**src/rtl/mem_arbiter.sv**
```systemverilog
// Arbitrates one memory controller between the instruction-fetch and load/store ports.
// Optional macro MEM_ARB_ROUND_ROBIN_EN: alternate grants when both ports request (default: LS priority).
module mem_arbiter #(
    parameter logic [2:0] IF_WORK_TYPE = 3'b010
) (
    input  logic        clk_in,
    input  logic        rst_in,
    input  logic        rdy_in,
    input  logic        rob_clear,
    input  logic        if_req,
    input  logic [31:0] if_addr,
    output logic        if_ready,
    output logic [31:0] if_data,
    input  logic        ls_req,
    input  logic        ls_is_write,
    input  logic [31:0] ls_addr,
    input  logic [31:0] ls_data_in,
    input  logic [2:0]  ls_work_type,
    output logic        ls_ready,
    output logic [31:0] ls_data,
    output logic        mc_new_task,
    output logic        mc_is_write,
    output logic [31:0] mc_addr,
    output logic [31:0] mc_data_in,
    output logic [2:0]  mc_work_type,
    input  logic [31:0] mc_data_out,
    input  logic        mc_ready,
    input  logic        mc_busy
);
    typedef enum logic [1:0] {IDLE, BUSY_IF, BUSY_LS} state_e;

    state_e state_q, state_d;
    logic   wr_q, wr_d;
    logic   issue, grant_ls;

`ifdef MEM_ARB_ROUND_ROBIN_EN
    logic   prefer_if_q, prefer_if_d;  // set when LS was the last port granted
`endif

    always_comb begin
`ifdef MEM_ARB_ROUND_ROBIN_EN
        grant_ls = ls_req && !(if_req && prefer_if_q);
`else
        grant_ls = ls_req;
`endif
        issue = !rst_in && rdy_in && !rob_clear && (state_q == IDLE) && (ls_req || if_req);
    end

    always_ff @(posedge clk_in) begin
        if (rst_in) begin
            state_q     <= IDLE;
            wr_q        <= 1'b0;
`ifdef MEM_ARB_ROUND_ROBIN_EN
            prefer_if_q <= 1'b0;
`endif
        end else if (rdy_in) begin
            state_q     <= state_d;
            wr_q        <= wr_d;
`ifdef MEM_ARB_ROUND_ROBIN_EN
            prefer_if_q <= prefer_if_d;
`endif
        end
    end

    always_comb begin
        state_d     = state_q;
        wr_d        = wr_q;
`ifdef MEM_ARB_ROUND_ROBIN_EN
        prefer_if_d = prefer_if_q;
`endif
        case (state_q)
            IDLE: begin
                if (issue) begin
                    state_d     = grant_ls ? BUSY_LS : BUSY_IF;
                    wr_d        = grant_ls && ls_is_write;
`ifdef MEM_ARB_ROUND_ROBIN_EN
                    prefer_if_d = grant_ls;
`endif
                end
            end
            BUSY_IF: if (rob_clear || mc_ready) state_d = IDLE;
            // A store already handed to the controller cannot be recalled, so a flush is ignored.
            BUSY_LS: if (wr_q ? !mc_busy : (rob_clear || mc_ready)) state_d = IDLE;
            default: state_d = IDLE;
        endcase
    end

    always_comb begin
        mc_new_task  = 1'b0;
        mc_is_write  = 1'b0;
        mc_addr      = '0;
        mc_data_in   = '0;
        mc_work_type = '0;
        if_ready     = 1'b0;
        if_data      = '0;
        ls_ready     = 1'b0;
        ls_data      = '0;
        if (!rst_in && rdy_in) begin
            case (state_q)
                IDLE: begin
                    if (issue) begin
                        mc_new_task = 1'b1;
                        if (grant_ls) begin
                            mc_is_write  = ls_is_write;
                            mc_addr      = ls_addr;
                            mc_data_in   = ls_data_in;
                            mc_work_type = ls_work_type;
                        end else begin
                            mc_addr      = if_addr;
                            mc_work_type = IF_WORK_TYPE;
                        end
                    end
                end
                BUSY_IF: begin
                    if (!rob_clear && mc_ready) begin
                        if_ready = 1'b1;
                        if_data  = mc_data_out;
                    end
                end
                BUSY_LS: begin
                    if (wr_q) begin
                        ls_ready = !mc_busy;
                    end else if (!rob_clear && mc_ready) begin
                        ls_ready = 1'b1;
                        ls_data  = mc_data_out;
                    end
                end
                default: ;
            endcase
        end
    end
endmodule

```
**config.mk**
```make
export PLATFORM = sky130hd
export DESIGN_NAME = mem_arbiter
export DESIGN_NICKNAME = d
export VERILOG_FILES = /design/src/rtl/mem_arbiter.sv
export SDC_FILE = /design/constraint.sdc
export NUM_CORES = 1
export LEC_CHECK = 0
export CORE_AREA = 5 5 103 105
export DETAILED_ROUTE_END_ITERATION = 10
export DIE_AREA = 0 0 108 110
export PLACE_DENSITY = 0.63
export SYNTH_ARGS = -nofsm -noshare
export SYNTH_HDL_FRONTEND = slang
export SYNTH_SLANG_ARGS = --single-unit
```
**constraint.sdc**
```tcl
create_clock -name clk_in -period 2.15 [get_ports clk_in]
set_input_delay 0.43 -clock clk_in [delete_from_list [all_inputs] [get_ports clk_in]]
set_output_delay 0.43 -clock clk_in [all_outputs]
set_load 0.01 [all_outputs]
```
# == Yosys cells after proc, flatten, opt, wreduce, memory -nomap -nowiden ==
# Cells that the tools add are included.
# word_totals
input_bits,140
register_bits,3
# op_classes
n_reduce_logical,14
n_eq_ne,5
muxes,37
# op_table
cell,n
32-bit 2-to-1 mux,14
1-bit 2-to-1 mux,14
3-bit 2-to-1 mux,4
2-bit 2-to-1 mux,4
1-bit logical AND,6
"2-bit inequality test, second input constant",3
2-bit one-hot mux with 3 select lines,1
4-bit AND reduction,1
1-bit zero test,3
3-bit AND reduction,1
"2-bit by 1-bit == test with 1-bit output, second input constant",1
"2-bit == test, second input constant",1
2-bit zero test,1
1-bit logical OR,2

# == Logic depth before layout (Yosys ltp) ==
# depth
depth_word,8
mapped_depth,6

# == Worst setup path before layout ==
# OpenSTA, ideal clock, no wires.
# synth_path
path_kind,input to output
startpoint,input port ls_req
endpoint,output port mc_addr[21]
setup_slack_ns,0.303
required_time_ns,1.720
path_stages,6
path_buffers,3
t_arrival_ns,1.417
cell_sequence,buf_2 > nor2b_1 > clkbuf_1 > clkbuf_1 > a22oi_1 > nor2_1
# synth_between
elab_chain_len,5
word_cells_on_any_way,6
cone_classes,4 x mux; 2 x reduce/logical
# synth_lines
item,line,rtl
"start, declared",14,"input logic ls_req,"
1-bit logical OR,46,issue = !rst_in && rdy_in && !rob_clear && (state_q == IDLE) && (ls_req || if_req);
1-bit logical AND,46,
32-bit 2-to-1 mux *,101,if (issue) begin
32-bit 2-to-1 mux *,99,case (state_q)
32-bit 2-to-1 mux *,98,if (!rst_in && rdy_in) begin
"end, declared",23,"output logic [31:0] mc_addr,"
# Every way passes the cells marked *; elsewhere a longest branch is shown, timed or not.

# == Worst setup path after layout ==
# layout_path
startpoint,register state_q[0]
endpoint,output port ls_data[27]
# layout_between
elab_chain_len,3
# layout_lines
item,line,rtl
"start, declared",32,"state_e state_q, state_d;"
"start signal, assigned",57,state_q <= state_d;
2-bit == test,99,
32-bit 2-to-1 mux,99,
32-bit 2-to-1 mux,98,
"end, declared",20,"output logic [31:0] ls_data,"
# Every way passes these cells.

==> flow_metrics.env <==
export IMPL_worst_ep_arrival_time_ns=1.67
export IMPL_vias=2749
export IMPL_ant_nets=0
export IMPL_hold_violations=0
export IMPL_hp_class="in2reg"
export IMPL_ys_warn_count=0
export IMPL_gr_total_overflow=0
export IMPL_fillerInstances=1024
export IMPL_holdWs_ns=0.601
export IMPL_die_h_um=110
export IMPL_synth_commonest_cells="and2_1 (64), and3_1 (36), nor2_1 (35), a22oi_1 (31), clkbuf_1 (18)"
export IMPL_p_per_area_mw_per_mm2=172
export IMPL_maxSlewHeadroom_pct=83.2
export IMPL_dp_hpwl_um=8420
export IMPL_synth_cell_types=27
export IMPL_synth_top_cell_by_area="and2_1"
export IMPL_wl_per_cell_um=16.5
export IMPL_portBuffers=274
export IMPL_cap_viol_max_count=0
export IMPL_nets=662
export IMPL_synth_top_area_share_pct=30.2
export IMPL_grt_start_max_net_pins=34
export IMPL_ys_ff_latch=3
export IMPL_worstRegToRegCells=7
export IMPL_synth_area_top_cells="and2_1 (30%), a22oi_1 (18%), and3_1 (17%)"
export IMPL_die_area_mm2=0.0119
export IMPL_core_mm2=0.00955
export IMPL_setup_viol=0
export IMPL_final_area_mm2=0.00446
export IMPL_io_pins=275
export IMPL_antenna_found_initial=0
export IMPL_synth_area_per_cell_um2=6.06
export IMPL_drive_gt1_share_pct=34.9
export IMPL_clk_latency_ns=0.21
export IMPL_cts_buffer_depth=2
export IMPL_critPathKind="reg2out"
export IMPL_cts_buffers=3
export IMPL_area_delta_synth_final_pct=236
export IMPL_syn_area_mm2=0.00133
export IMPL_drt_total_wl_um=10800
export IMPL_clock_skew_ns=0.00105
export IMPL_cp_end_kind="primary output"
export IMPL_whs_path_depth=4
export IMPL_gp_congestion=0.810
export IMPL_cts_sinks=3
export IMPL_clk_pin_slew_ns=0.03
export IMPL_cts_tree="done"
export IMPL_ys_seq_area_share_pct=4.52
export IMPL_crit_fanout=8
export IMPL_fmax_mhz=477
export IMPL_drt_iter0_drc=100
export IMPL_drt_pass1_iterations=4
export IMPL_rows=36
export IMPL_grt_pass1_vias=2759
export IMPL_worst_setup_path_start_kind="flip-flop"
export IMPL_status="finished, final reports clean"
export IMPL_yosysMostFrequentCell="and2_1"
export IMPL_drc_errors=0
export IMPL_placed_area_mm2=0.00442
export IMPL_diodes=0
export IMPL_critPathRequiredTime_ns=1.72
export IMPL_period_share_pct=97.5
export IMPL_dr_wl_met2_um=5770
export IMPL_met3_length_um=912
export IMPL_cts_hold_buf=0
export IMPL_ys_async_sr_fraction_pct=0
export IMPL_topRoutingLayerUsed="met4"
export IMPL_rsz0062_at_grt="yes"
export IMPL_htreeDepth=1
export IMPL_leakage_nw=2.21
export IMPL_met1_length_um=4040
export IMPL_post_drt_via_cell_ratio=4.20
export IMPL_cts_root_buf="clkbuf_8"
export IMPL_start_util_pct=13.9
export IMPL_grt_use_total_pct=16.1
export IMPL_synth_edf_count=0
export IMPL_finalCriticalPeriod_ns=2.10
export IMPL_tightest_slew_ns=0.250
export IMPL_vdd_drop_max_uv=99.4
export IMPL_synth_fp_nets=359
export IMPL_yosys_most_used_dff="dfxtp_1"
export IMPL_drv_slew=0
export IMPL_grt_pass1_wl_um=15000
export IMPL_postSynthCellCount=219
export IMPL_die_w_um=108
## flip-flops by register name (all words and copies together) (netlist names)
name	flops
state_q	2
wr_q	1
## per-stage QoR
step | TNS [ns] | utilization, % | cells | power, mW | setup slack [ns]
after floorplan | 0 | - | 219 | 0.173 | 0.303
after global placement | -68.85 | 46.3 | 632 | 0.545 | -0.557
after detailed placement | -73.16 | 46.3 | 632 | 0.550 | -0.596
after CTS | -0.0352 | 48.7 | 654 | 0.769 | -0.0267
after global routing | -0.0227 | 46.8 | 654 | 0.813 | -0.0227
final | 0 | 46.8 | 654 | 0.767 | 0.0528
## logic make-up (layout without fill, tap and decap cells)
logic type	Yosys count	after routing	synth area share [%]
compound gates	38	38	21.0
buf+inv	27	329	8.20
flops	3	3	4.52
mux	1	1	0.754
simple gates	150	150	65.5
## report_power, final
part	total (mW)	leakage, nW	switching [mW]	internal [mW]
clock network	0.160	0.0228	0.0339	0.126
registers	0.0578	0.0251	0.00111	0.0567
logic	0.549	2.17	0.175	0.375
## final cells by class
cell class / instances / area, um2 / share of cell area [%]
clock buffer: 4 / 45.0 / 1.01
inverter: 3 / 11.3 / 0.252
multi-input combinational: 189 / 1230 / 27.6
sequential: 3 / 63.8 / 1.43
tap: 133 / 166 / 3.73
timing repair buffer: 322 / 2950 / 66.0
## critical path, stage by stage, from the launching register on
cell and delay (ns):
dfxtp_4 0.35, or3b_4 0.41, nor2_4 0.12, buf_6 0.14, buf_16 0.12, buf_6 0.09
and2_4 0.13, buf_6 0.09
## cell usage in the layout, fill, tap and decap left out, types with 3 or more instances in the layout
cell type        instances
and3_1                  33
clkdlybuf4s50_1        133
clkdlybuf4s15_1         25
clkbuf_2                43
buf_6                   12
inv_1                    3
buf_16                   6
nor2_2                   4
buf_12                   7
buf_4                   23
and2_1                  62
buf_2                   54
a22oi_1                 31
clkdlybuf4s15_2         11
nor2_1                  31
clkbuf_8                 3
and3_4                   3
## per-layer routing
layer / vias to the layer above / track usage [%]
li1: 1370 / -
met1: 1235 / 17.7
met2: 138 / 31.8
met3: 6 / 3.55
met4: 0 / 2.61
met5: - / 0
## final timing paths
| kind | slack [ns] | start | end |
|---|---|---|---|
| max | 0.05 | state_q[0]$_SDFFE_PP0P_ | ls_data[27] |
| min | 0.60 | rdy_in | state_q[0]$_SDFFE_PP0P_ |
| max reg2reg | 0.70 | state_q[0]$_SDFFE_PP0P_ | wr_q$_SDFFE_PP0P_ |
| min reg2reg | 0.61 | wr_q$_SDFFE_PP0P_ | wr_q$_SDFFE_PP0P_ |
## timing repair
action | in CTS | in global routing
pin swaps | 4 | 5
setup endpoints to repair | 135 | 81
resized for setup | 391 | 103
buffers inserted | 11 | 0
cloned | 7 | 2
No activity file was read; power rests on OpenSTA's default activity.
